<file path="config.mk">
export PLATFORM = sky130hd
export DESIGN_NAME = calc_req_sequencer
export DESIGN_NICKNAME = d
export VERILOG_FILES = /design/src/rtl/calc_seq_pkg.sv /design/src/rtl/calc_seq_port.sv /design/src/rtl/calc_req_sequencer.sv
export SDC_FILE = /design/constraint.sdc
export NUM_CORES = 2
export LEC_CHECK = 0
export CAP_MARGIN = 10
export CORE_ASPECT_RATIO = 1.4
export CORE_MARGIN = 2
export CORE_UTILIZATION = 50
export DETAILED_ROUTE_END_ITERATION = 8
export PLACE_DENSITY = 0.7
export SLEW_MARGIN = 20
export SYNTH_ARGS = -nofsm -noshare
export SYNTH_HDL_FRONTEND = slang
export SYNTH_SLANG_ARGS = --single-unit
</file>
<file path="constraint.sdc">
create_clock -name c_clk -period 7.6 [get_ports c_clk]
set_clock_uncertainty 0.15 [all_clocks]
set_input_delay 0.76 -clock c_clk [delete_from_list [all_inputs] [get_ports c_clk]]
set_output_delay 0.76 -clock c_clk [all_outputs]
set_load 0.01 [all_outputs]
</file>
<file path="src/rtl/calc_seq_pkg.sv">
// Shared constants and port FSM state for calc_req_sequencer.
// Optional response watchdog is enabled by defining CALC_SEQ_TIMEOUT_EN.
package calc_seq_pkg;

  localparam int CMD_NOP = 0;
  localparam int CMD_ADD = 1;
  localparam int CMD_SUB = 2;
  localparam int CMD_LSH = 5;
  localparam int CMD_RSH = 6;

  localparam logic [1:0] RESP_NONE    = 2'd0;
  localparam logic [1:0] RESP_OK      = 2'd1;
  localparam logic [1:0] RESP_ERR     = 2'd2;
  localparam logic [1:0] RESP_TIMEOUT = 2'd3;

  typedef enum logic [2:0] {
    ST_IDLE,
    ST_SEND1,
    ST_SEND2,
    ST_WAIT,
    ST_DONE
  } port_state_e;

endpackage

</file>
<file path="src/rtl/calc_seq_port.sv">
// One sequencer lane: operation queue, two-cycle request FSM, response capture.
// The WAIT watchdog exists only when CALC_SEQ_TIMEOUT_EN is defined.
module calc_seq_port
  import calc_seq_pkg::*;
#(
  parameter int DATA_W         = 32,
  parameter int CMD_W          = 4,
  parameter int QUEUE_DEPTH    = 8,
  parameter int TIMEOUT_CYCLES = 64
) (
  input  logic              c_clk,
  input  logic              reset,
  input  logic              push,
  input  logic [CMD_W-1:0]  push_cmd,
  input  logic [DATA_W-1:0] push_op1,
  input  logic [DATA_W-1:0] push_op2,
  output logic              ready,
  output logic [CMD_W-1:0]  req_cmd,
  output logic [DATA_W-1:0] req_data,
  input  logic [1:0]        resp,
  input  logic [DATA_W-1:0] resp_data,
  input  logic              grant,
  output logic              done_req,
  output logic [1:0]        cap_resp,
  output logic [DATA_W-1:0] cap_data,
  output logic              stray
);
  localparam int AW = $clog2(QUEUE_DEPTH);
  localparam int EW = CMD_W + 2 * DATA_W;

  logic [EW-1:0]     q_mem [QUEUE_DEPTH];
  logic [AW-1:0]     wr_ptr, rd_ptr;
  logic [AW:0]       count;
  logic              pop;
  logic [CMD_W-1:0]  head_cmd;
  logic [DATA_W-1:0] head_op1, head_op2, op2_q;
  port_state_e       state;
  logic              wd_hit;

  // ready uses pre-pop occupancy, so a full queue refuses even when popping
  assign ready    = (count != (AW+1)'(QUEUE_DEPTH));
  assign pop      = (state == ST_IDLE) && (count != '0);
  assign {head_cmd, head_op1, head_op2} = q_mem[rd_ptr];
  assign done_req = (state == ST_DONE);
  assign stray    = (resp != RESP_NONE) && (state != ST_WAIT);

`ifdef CALC_SEQ_TIMEOUT_EN
  localparam int CW = $clog2(TIMEOUT_CYCLES + 1);
  logic [CW-1:0] wd_cnt;
  assign wd_hit = (wd_cnt == CW'(TIMEOUT_CYCLES - 1));

  always_ff @(posedge c_clk) begin
    if (reset || state != ST_WAIT || resp != RESP_NONE || wd_hit) wd_cnt <= '0;
    else                                                      wd_cnt <= wd_cnt + 1'b1;
  end
`else
  assign wd_hit = 1'b0;
`endif

  always_ff @(posedge c_clk) begin
    if (push) q_mem[wr_ptr] <= {push_cmd, push_op1, push_op2};
  end

  always_ff @(posedge c_clk) begin
    if (reset) begin
      wr_ptr   <= '0;
      rd_ptr   <= '0;
      count    <= '0;
      state    <= ST_IDLE;
      req_cmd  <= '0;
      req_data <= '0;
      op2_q    <= '0;
      cap_resp <= RESP_NONE;
      cap_data <= '0;
    end else begin
      if (push) wr_ptr <= wr_ptr + 1'b1;
      if (pop)  rd_ptr <= rd_ptr + 1'b1;
      count <= count + (AW+1)'(push) - (AW+1)'(pop);
      case (state)
        ST_IDLE: if (pop) begin
          req_cmd  <= head_cmd;
          req_data <= head_op1;
          op2_q    <= head_op2;
          state    <= ST_SEND1;
        end
        ST_SEND1: begin
          req_cmd  <= '0;
          req_data <= op2_q;
          state    <= ST_SEND2;
        end
        ST_SEND2: begin
          req_cmd  <= '0;
          req_data <= '0;
          state    <= ST_WAIT;
        end
        ST_WAIT: if (resp != RESP_NONE) begin
          cap_resp <= resp;
          cap_data <= resp_data;
          state    <= ST_DONE;
        end else if (wd_hit) begin
          cap_resp <= RESP_TIMEOUT;
          cap_data <= '0;
          state    <= ST_DONE;
        end
        ST_DONE: if (grant) state <= ST_IDLE;
        default: state <= ST_IDLE;
      endcase
    end
  end

endmodule

</file>
<file path="src/rtl/calc_req_sequencer.sv">
// Queued multi-port request sequencer: load demux, per-port lanes, completion arbiter.
// Define CALC_SEQ_TIMEOUT_EN to enable the per-port response watchdog.
module calc_req_sequencer
  import calc_seq_pkg::*;
#(
  parameter int NUM_PORTS      = 4,
  parameter int DATA_W         = 32,
  parameter int CMD_W          = 4,
  parameter int QUEUE_DEPTH    = 8,
  parameter int TIMEOUT_CYCLES = 64,
  localparam int PW            = (NUM_PORTS > 1) ? $clog2(NUM_PORTS) : 1
) (
  input  logic                        c_clk,
  input  logic                        reset,
  input  logic                        load_valid,
  output logic                        load_ready,
  input  logic [PW-1:0]               load_port,
  input  logic [CMD_W-1:0]            load_cmd,
  input  logic [DATA_W-1:0]           load_op1,
  input  logic [DATA_W-1:0]           load_op2,
  output logic [NUM_PORTS*CMD_W-1:0]  req_cmd_out,
  output logic [NUM_PORTS*DATA_W-1:0] req_data_out,
  input  logic [NUM_PORTS*2-1:0]      out_resp,
  input  logic [NUM_PORTS*DATA_W-1:0] out_data,
  output logic                        done_valid,
  input  logic                        done_ready,
  output logic [PW-1:0]               done_port,
  output logic [1:0]                  done_resp,
  output logic [DATA_W-1:0]           done_data,
  output logic                        err_stray
);
  logic [NUM_PORTS-1:0]             push, ready, done_req, grant, stray;
  logic [NUM_PORTS-1:0][1:0]        cap_resp;
  logic [NUM_PORTS-1:0][DATA_W-1:0] cap_data;
  logic                             lock_valid;
  logic [PW-1:0]                    lock_port;

  assign load_ready = (int'(load_port) < NUM_PORTS) ? ready[load_port] : 1'b0;

  for (genvar p = 0; p < NUM_PORTS; p++) begin : g_port
    // NOP loads are acknowledged but never enter the queue
    assign push[p]  = load_valid && load_ready && (load_port == PW'(p)) &&
                      (load_cmd != CMD_W'(CMD_NOP));
    assign grant[p] = done_valid && done_ready && (done_port == PW'(p));

    calc_seq_port #(
      .DATA_W(DATA_W), .CMD_W(CMD_W), .QUEUE_DEPTH(QUEUE_DEPTH), .TIMEOUT_CYCLES(TIMEOUT_CYCLES)
    ) u_port (
      .c_clk(c_clk), .reset(reset),
      .push(push[p]), .push_cmd(load_cmd), .push_op1(load_op1), .push_op2(load_op2),
      .ready(ready[p]),
      .req_cmd(req_cmd_out[p*CMD_W +: CMD_W]), .req_data(req_data_out[p*DATA_W +: DATA_W]),
      .resp(out_resp[p*2 +: 2]), .resp_data(out_data[p*DATA_W +: DATA_W]),
      .grant(grant[p]), .done_req(done_req[p]),
      .cap_resp(cap_resp[p]), .cap_data(cap_data[p]), .stray(stray[p])
    );
  end

  // A stalled grant is locked so a lower port entering DONE cannot steal it
  always_comb begin
    done_valid = 1'b0;
    done_port  = '0;
    if (lock_valid) begin
      done_valid = 1'b1;
      done_port  = lock_port;
    end else begin
      for (int p = NUM_PORTS - 1; p >= 0; p--) begin
        if (done_req[p]) begin
          done_valid = 1'b1;
          done_port  = PW'(p);
        end
      end
    end
    done_resp = done_valid ? cap_resp[done_port] : RESP_NONE;
    done_data = done_valid ? cap_data[done_port] : '0;
  end

  always_ff @(posedge c_clk) begin
    if (reset) begin
      lock_valid <= 1'b0;
      lock_port  <= '0;
      err_stray  <= 1'b0;
    end else begin
      lock_valid <= done_valid && !done_ready;
      lock_port  <= done_port;
      if (|stray) err_stray <= 1'b1;
    end
  end

endmodule
</file>
### Word-level counts from Yosys, hierarchy flattened

Memory sizes are Yosys's and may differ from the RTL's. A register that Yosys moved wholly into a read port is not among the register bits.
Cells that the tools add are included.

* multiplexer cells: 66
* reduce and logical (&&, ||, !) cells: 72
* magnitude comparators: 2
* add/sub/neg operators: 16
* eq/ne operators: 42

Operators by type and width (number)
* 32-bit case mux with 3 select lines: 4
* 32-bit two-way mux: 6
* 32-bit binary-select mux with 2-bit select: 1
* 3-bit two-way mux: 20
* 3-bit case mux with 5 select lines: 4
* 4-bit case mux with 2 select lines: 4
* 2-bit AND reduction: 16
* 3-bit by 1-bit adder with 3-bit output, second input constant: 8
* 3-bit by 2-bit == test with 1-bit output, second input constant: 8
* 2-bit by 1-bit inequality test with 1-bit output, second input constant: 12
* 1-bit logical AND: 23
* 4-bit nonzero test: 5
* 4-bit by 1-bit adder with 4-bit output: 4
* 4-bit two-way mux: 4
* 4-bit inequality test, second input constant: 4
* 2-bit nonzero test: 8
* 4-bit by 1-bit subtractor with 4-bit output: 4
* 1-bit two-way mux: 14
* 2-bit two-way mux: 7
* 3-bit by 1-bit == test with 1-bit output, second input constant: 4
* 3-bit == test, second input constant: 4
* 3-bit logical NOT: 4
* 3-bit by 2-bit inequality test with 1-bit output, second input constant: 4
* 3-bit AND reduction: 4
* 10 further kinds: 22

* input port bits: 210
* memories kept: 4
* output and inout port bits: 183
* RAM bits: 2176
* bits in registers: 464
* word-level logic and storage cells: 241

Memories
* g_port[0].u_port.q_mem: depth 8, width 68, read ports 1, clocked after Yosys merged registers in 1, write ports 1, RTL line calc_seq_port.sv:31 `logic [EW-1:0] q_mem [QUEUE_DEPTH];`
* g_port[1].u_port.q_mem: depth 8, width 68, read ports 1, clocked after Yosys merged registers in 1, write ports 1, RTL line calc_seq_port.sv:31
* g_port[2].u_port.q_mem: depth 8, width 68, read ports 1, clocked after Yosys merged registers in 1, write ports 1, RTL line calc_seq_port.sv:31
* g_port[3].u_port.q_mem: depth 8, width 68, read ports 1, clocked after Yosys merged registers in 1, write ports 1, RTL line calc_seq_port.sv:31

### Longest topological paths before layout

* word-level depth: 10
* mapped depth: 13
* depth with buffers taken out: 11

### By module

Synthesis repeated with hierarchy kept, for this count alone.

* cell total of the unflattened synthesis: 5039
* area, all modules: 98162.9 µm²

By module, submodules not included
* calc_seq_port: instances 4, area an instance 24205.7 µm², cells each 1221, seq. area each 18697.9 µm²
* calc_req_sequencer: instances 1, area an instance 1340.0 µm², cells each 155, seq. area each 80.1 µm²

### Least setup slack after synthesis

Ideal clock, no wire load.

* kind: input to register
* start: input port load_cmd[1]
* end: memory g_port[1].u_port.q_mem[6][0] (netlist bit) (enable)
* stages: 4
* path buffers: 0
* setup slack: 194 ps
* required time: 6858 ps
* arrival time: 6664 ps
* cell sequence: o41ai_2 > a2111oi_2 > nand2_1 > nor3b_1

* word-level cells in the longest chain between the ends: 4

Ends and longest elaborated chain
* start: declaration: RTL line calc_req_sequencer.sv:18 `input logic [CMD_W-1:0] load_cmd,`
* 4-bit nonzero test: RTL line calc_req_sequencer.sv:43 `(load_cmd != CMD_W'(CMD_NOP));`
* 1-bit logical AND: RTL line calc_req_sequencer.sv:42 `assign push[p] = load_valid && load_ready && (load_port == PW'(p)) &&`
* 1-bit two-way mux: RTL line calc_seq_port.sv:61 `if (push) q_mem[wr_ptr] <= {push_cmd, push_op1, push_op2};`
* 1-bit two-way mux (not written as such): RTL line calc_seq_port.sv:61
* end: declaration: RTL line calc_seq_port.sv:31

Every way passes these cells.

### Worst setup path after layout

* start: register g_port[0].u_port.state[2]
* end: output port done_data[0]

* word-level cells in the longest chain between the ends: 6
* elaborated cells on any way between the ends: 8
* those cells by class: eq/ne: 1; mux: 7

Ends and longest elaborated chain
* start: declaration: RTL line calc_seq_port.sv:37 `port_state_e state;`
* start signal: assignment: RTL line calc_seq_port.sv:69 `state <= ST_IDLE;`
* start signal: assignment: RTL line calc_seq_port.sv:84 `state <= ST_SEND1;`
* start signal: assignment: RTL line calc_seq_port.sv:89 `state <= ST_SEND2;`
* 3-bit == test (*): RTL line calc_seq_port.sv:44 `assign done_req = (state == ST_DONE);`
* 2-bit two-way mux: RTL line calc_req_sequencer.sv:68 `if (done_req[p]) begin`
* 2-bit two-way mux: RTL line calc_req_sequencer.sv:63 `if (lock_valid) begin`
* 32-bit binary-select mux with 2-bit select: RTL line calc_req_sequencer.sv:75 `done_data = done_valid ? cap_data[done_port] : '0;`
* 32-bit two-way mux (not written as such): RTL line calc_req_sequencer.sv:75
* 32-bit two-way mux (*): RTL line calc_req_sequencer.sv:75
* end: declaration: RTL line calc_req_sequencer.sv:29 `output logic [DATA_W-1:0] done_data,`

Mark *: on every way between the ends. The rest lies on a longest branch, timed or not. The select of a mux whose other input is x is not followed.

==> results_dict.tcl <==
set metrics [dict create \
    crit_arrival_ns 4.03 \
    synth_top_family_by_area "multiplexers" \
    netlist_instances 5510 \
    final_util_pct 57.7 \
    synth_compound_area_share_pct 5.37 \
    drc 0 \
    cts_buffers 230 \
    power_frac_clock_pct 29.9 \
    synth-simple-area-share_pct 3.65 \
    slew_viol_final 0 \
    synth.largest_area_cell "edfxtp_1" \
    async_flop_share_pct 0 \
    cts.sinks 2652 \
    clk_latency_ns 0.87 \
    fillers 14700 \
    vias_per_cell 6.17 \
    setup_ws_ns 2.66 \
    synth.distinct_cells 46 \
    groute.layer.met2.usage_pct 43.8 \
    first_pass_iters 7 \
    drt_iter0_drc 6985 \
    seqPwrFrac_pct 45.0 \
    critPathMaxStageDelay_ns 0.68 \
    p_per_area_nw_per_um2 343 \
    synth.most_common_cell "edfxtp_1" \
    cts_root_buffer "clkbuf_16" \
    ctsLongestPathBuffers 4 \
    end_kind "primary output" \
    drive_above_1_share_pct 16.8 \
    syn-cell-area_um2 99800 \
    htree_levels 4 \
    nNetsFinal 6203 \
    r2r_setup_slack_ns 3.83 \
    cp_slowest_cell "o21ai_0" \
    max_freq_mhz 203 \
    required_ns 6.69 \
    cts.clk_slew.worst_paths_ns 0.07 \
    synth_top_area_share_pct 65.5 \
    pre_cts_ws_ns 2.46 \
    dominantRegCellSynth "edfxtp_1" \
    cts_tree "yes" \
    initial_core_util_pct 50.1 \
    port_buffers 392 \
    startpoint_type "register" \
    grt_max_degree 172 \
    endpoint "done_data[0]" \
    yosysWarnings 0 \
    critical_path_class "reg2out" \
    combinationalPowerShare_pct 25.1 \
    grt_pass1_vias 53800 \
    synth_area_per_cell_um2 18.1 \
    overflow 0 \
    startpoint "g_port[0].u_port.state[2]" \
    cp_max_fo 34 \
    synthXorXnorAreaFrac_pct 0.228 \
    seq_area_frac_synth_pct 75.0 \
    holdBufCountCts 0 \
    wl_per_cell_um 30.3 \
    synth_edf_count 2176 \
    drt_wl_total_mm 267 \
    syn-num-nets 5756 \
    core_region_area_um2 199000 \
    grt.busiest_layer "met2" \
    track_usage_pct 25.9 \
    synthTopCellsByCount "edfxtp_1, dfxtp_1, mux4_2" \
    antenna_left 0 \
    dpl.hpwl_mm 159 \
    timing.rr.start "g_port[2].u_port.count[1]" \
    via_count 54300 \
    cap_violations 0 \
    grt_setup_unrepaired "no" \
    swShare_pct 30.6 \
    worst_slew_pin_slew_ns 1.11 \
    grt_pass1_wl_mm 382 \
    cts_resized 0 \
    period_needed_ns 4.94 \
    p_leak_nw 35.7 \
    ff2ff_path_depth 6 \
    synthTopCellsByArea "edfxtp_1, dfxtp_1, mux4_2, mux2i_1, a222oi_1" \
    die_w_um 382 \
    use_met3_pct 3.81 \
    p_switching_mw 12.1 \
    ios 393 \
    min_path_type "in2reg" \
    reg2reg_to "g_port[2].u_port.q_mem[5][32]" \
    core.rowCount 194 \
    place.gp.congestion 0.885 \
    post-route-period-util_pct 64.9 \
    ir_drop_v 0.000358 \
    yosys.area_share.adder_pct 0.482 \
    cp_cell_sequence "nor3b_2 > mux2_2 > a21o_1 > buf_4 > a22oi_1 > o21ai_0 > clkdlybuf4s50_1" \
    synth_seq_cells 2652 \
    post_cts_buffers 0 \
    setup_viol 0 \
    die-area_um2 203000 \
    hold_viol_final 0 \
    synthMuxAreaShare_pct 13.5 \
    relSlewSlack_pct 25.7 \
    antenna_found_initial 18 \
    use_met1_pct 34.0 \
    syn_to_final_growth_pct 15.2 \
    outcome "complete, no violations" \
    internal_power_mw 27.3 \
    die_h_um 533 \
    tns_ns 0 \
]
-- layout by cell type (no fill, tap or decap), drive strengths merged, types with 68 or more instances in the layout --
cell type      Yosys  layout
a21oi            182     182
mux4             416     416
a222oi           128     128
o221ai           128     128
nor3             150     150
buf              183     193
mux2i            404     404
a211oi           144     144
a22oi             68      68
clkdlybuf4s50      0     391
clkinv             0      68
nand2            318     318
clkbuf           186     326
edfxtp          2176    2176
dfxtp            476     476
nor2             339     339
-- worst min-delay path by stage --
stage / startpoint / to / depth (start not counted)
after floorplan: g_port[1].u_port.cap_data[0] / g_port[1].u_port.cap_data[0] / 2
after global placement: g_port[2].u_port.cap_data[1] / g_port[2].u_port.cap_data[1] / 2
after detailed placement: g_port[1].u_port.cap_data[31] / g_port[1].u_port.cap_data[31] / 2
after CTS: out_data[92] / g_port[2].u_port.cap_data[28] / 3
after global routing: out_data[61] / g_port[1].u_port.cap_data[29] / 3
final: reset / g_port[0].u_port.count[3] / 2
-- flip-flops by register name, summed over array words and instances (netlist names), 12 cells and up, named ones only --
name	count
g_port.u_port.q_mem	2176
g_port.u_port.req_cmd	16
g_port.u_port.count	16
g_port.u_port.cap_data	128
g_port.u_port.rd_ptr	12
g_port.u_port.op2_q	128
g_port.u_port.state	12
g_port.u_port.req_data	128
g_port.u_port.wr_ptr	12
-- routing by layer --
layer  share of wire (%)  wire length [um]
met5              0.0049                13
met4                 4.2             11300
met3                 9.0             24000
met2                  50            133000
met1                  37             98100
-- kinds of logic (layout without fill, tap and decap cells) --
family,Yosys count,after routing
compound gates,713,713
other cells,0,6
fa+ha+maj,36,36
simple gates,861,861
buf+inv,401,1041
xor+xnor,26,26
flops,2652,2652
mux,821,821
-- power groups by stage --
| stage | logic, mW | registers [mW] | clock network, mW |
|---|---|---|---|
| after floorplan | 6.36 | 17.4 | 0 |
| after global placement | 9.72 | 18.0 | 0 |
| after detailed placement | 9.85 | 18.0 | 0 |
| after CTS | 9.89 | 17.7 | 11.9 |
| after global routing | 10.5 | 17.8 | 12.4 |
| final | 9.89 | 17.7 | 11.8 |
-- critical path: cells and delay by family, from the launching register on --
kind	cells	cell delay, ns
buffers and inverters	2	1.09
AO/OA/AOI/OAI	3	0.92
AND/OR/NAND/NOR	1	0.38
flip-flops	1	0.54
multiplexers	1	0.21
-- stage by stage --
stage | total power [mW] | hold slack, ns | cells | instance area (um^2)
after floorplan | 23.8 | 0.286 | 5510 | 99800
after global placement | 27.7 | 0.292 | 8362 | 107000
after detailed placement | 27.9 | 0.296 | 8367 | 107000
after CTS | 39.5 | 0.252 | 8792 | 115000
after global routing | 40.7 | 0.286 | 8797 | 115000
final | 39.4 | 0.249 | 8802 | 115000
-- area by class of cell --
cell class | instances | area [um^2] | share of cell area [%]
diodes | 6 | 15.0 | 0.0131
multi-input cells | 2457 | 23500 | 20.4
well taps | 2646 | 3310 | 2.88
clock inverters | 99 | 1040 | 0.908
clock buffers | 326 | 6520 | 5.67
inverters | 32 | 120 | 0.105
flip-flops and latches | 2652 | 74900 | 65.2
repair buffers | 584 | 5520 | 4.80
Power figures use the tool's default switching activity.
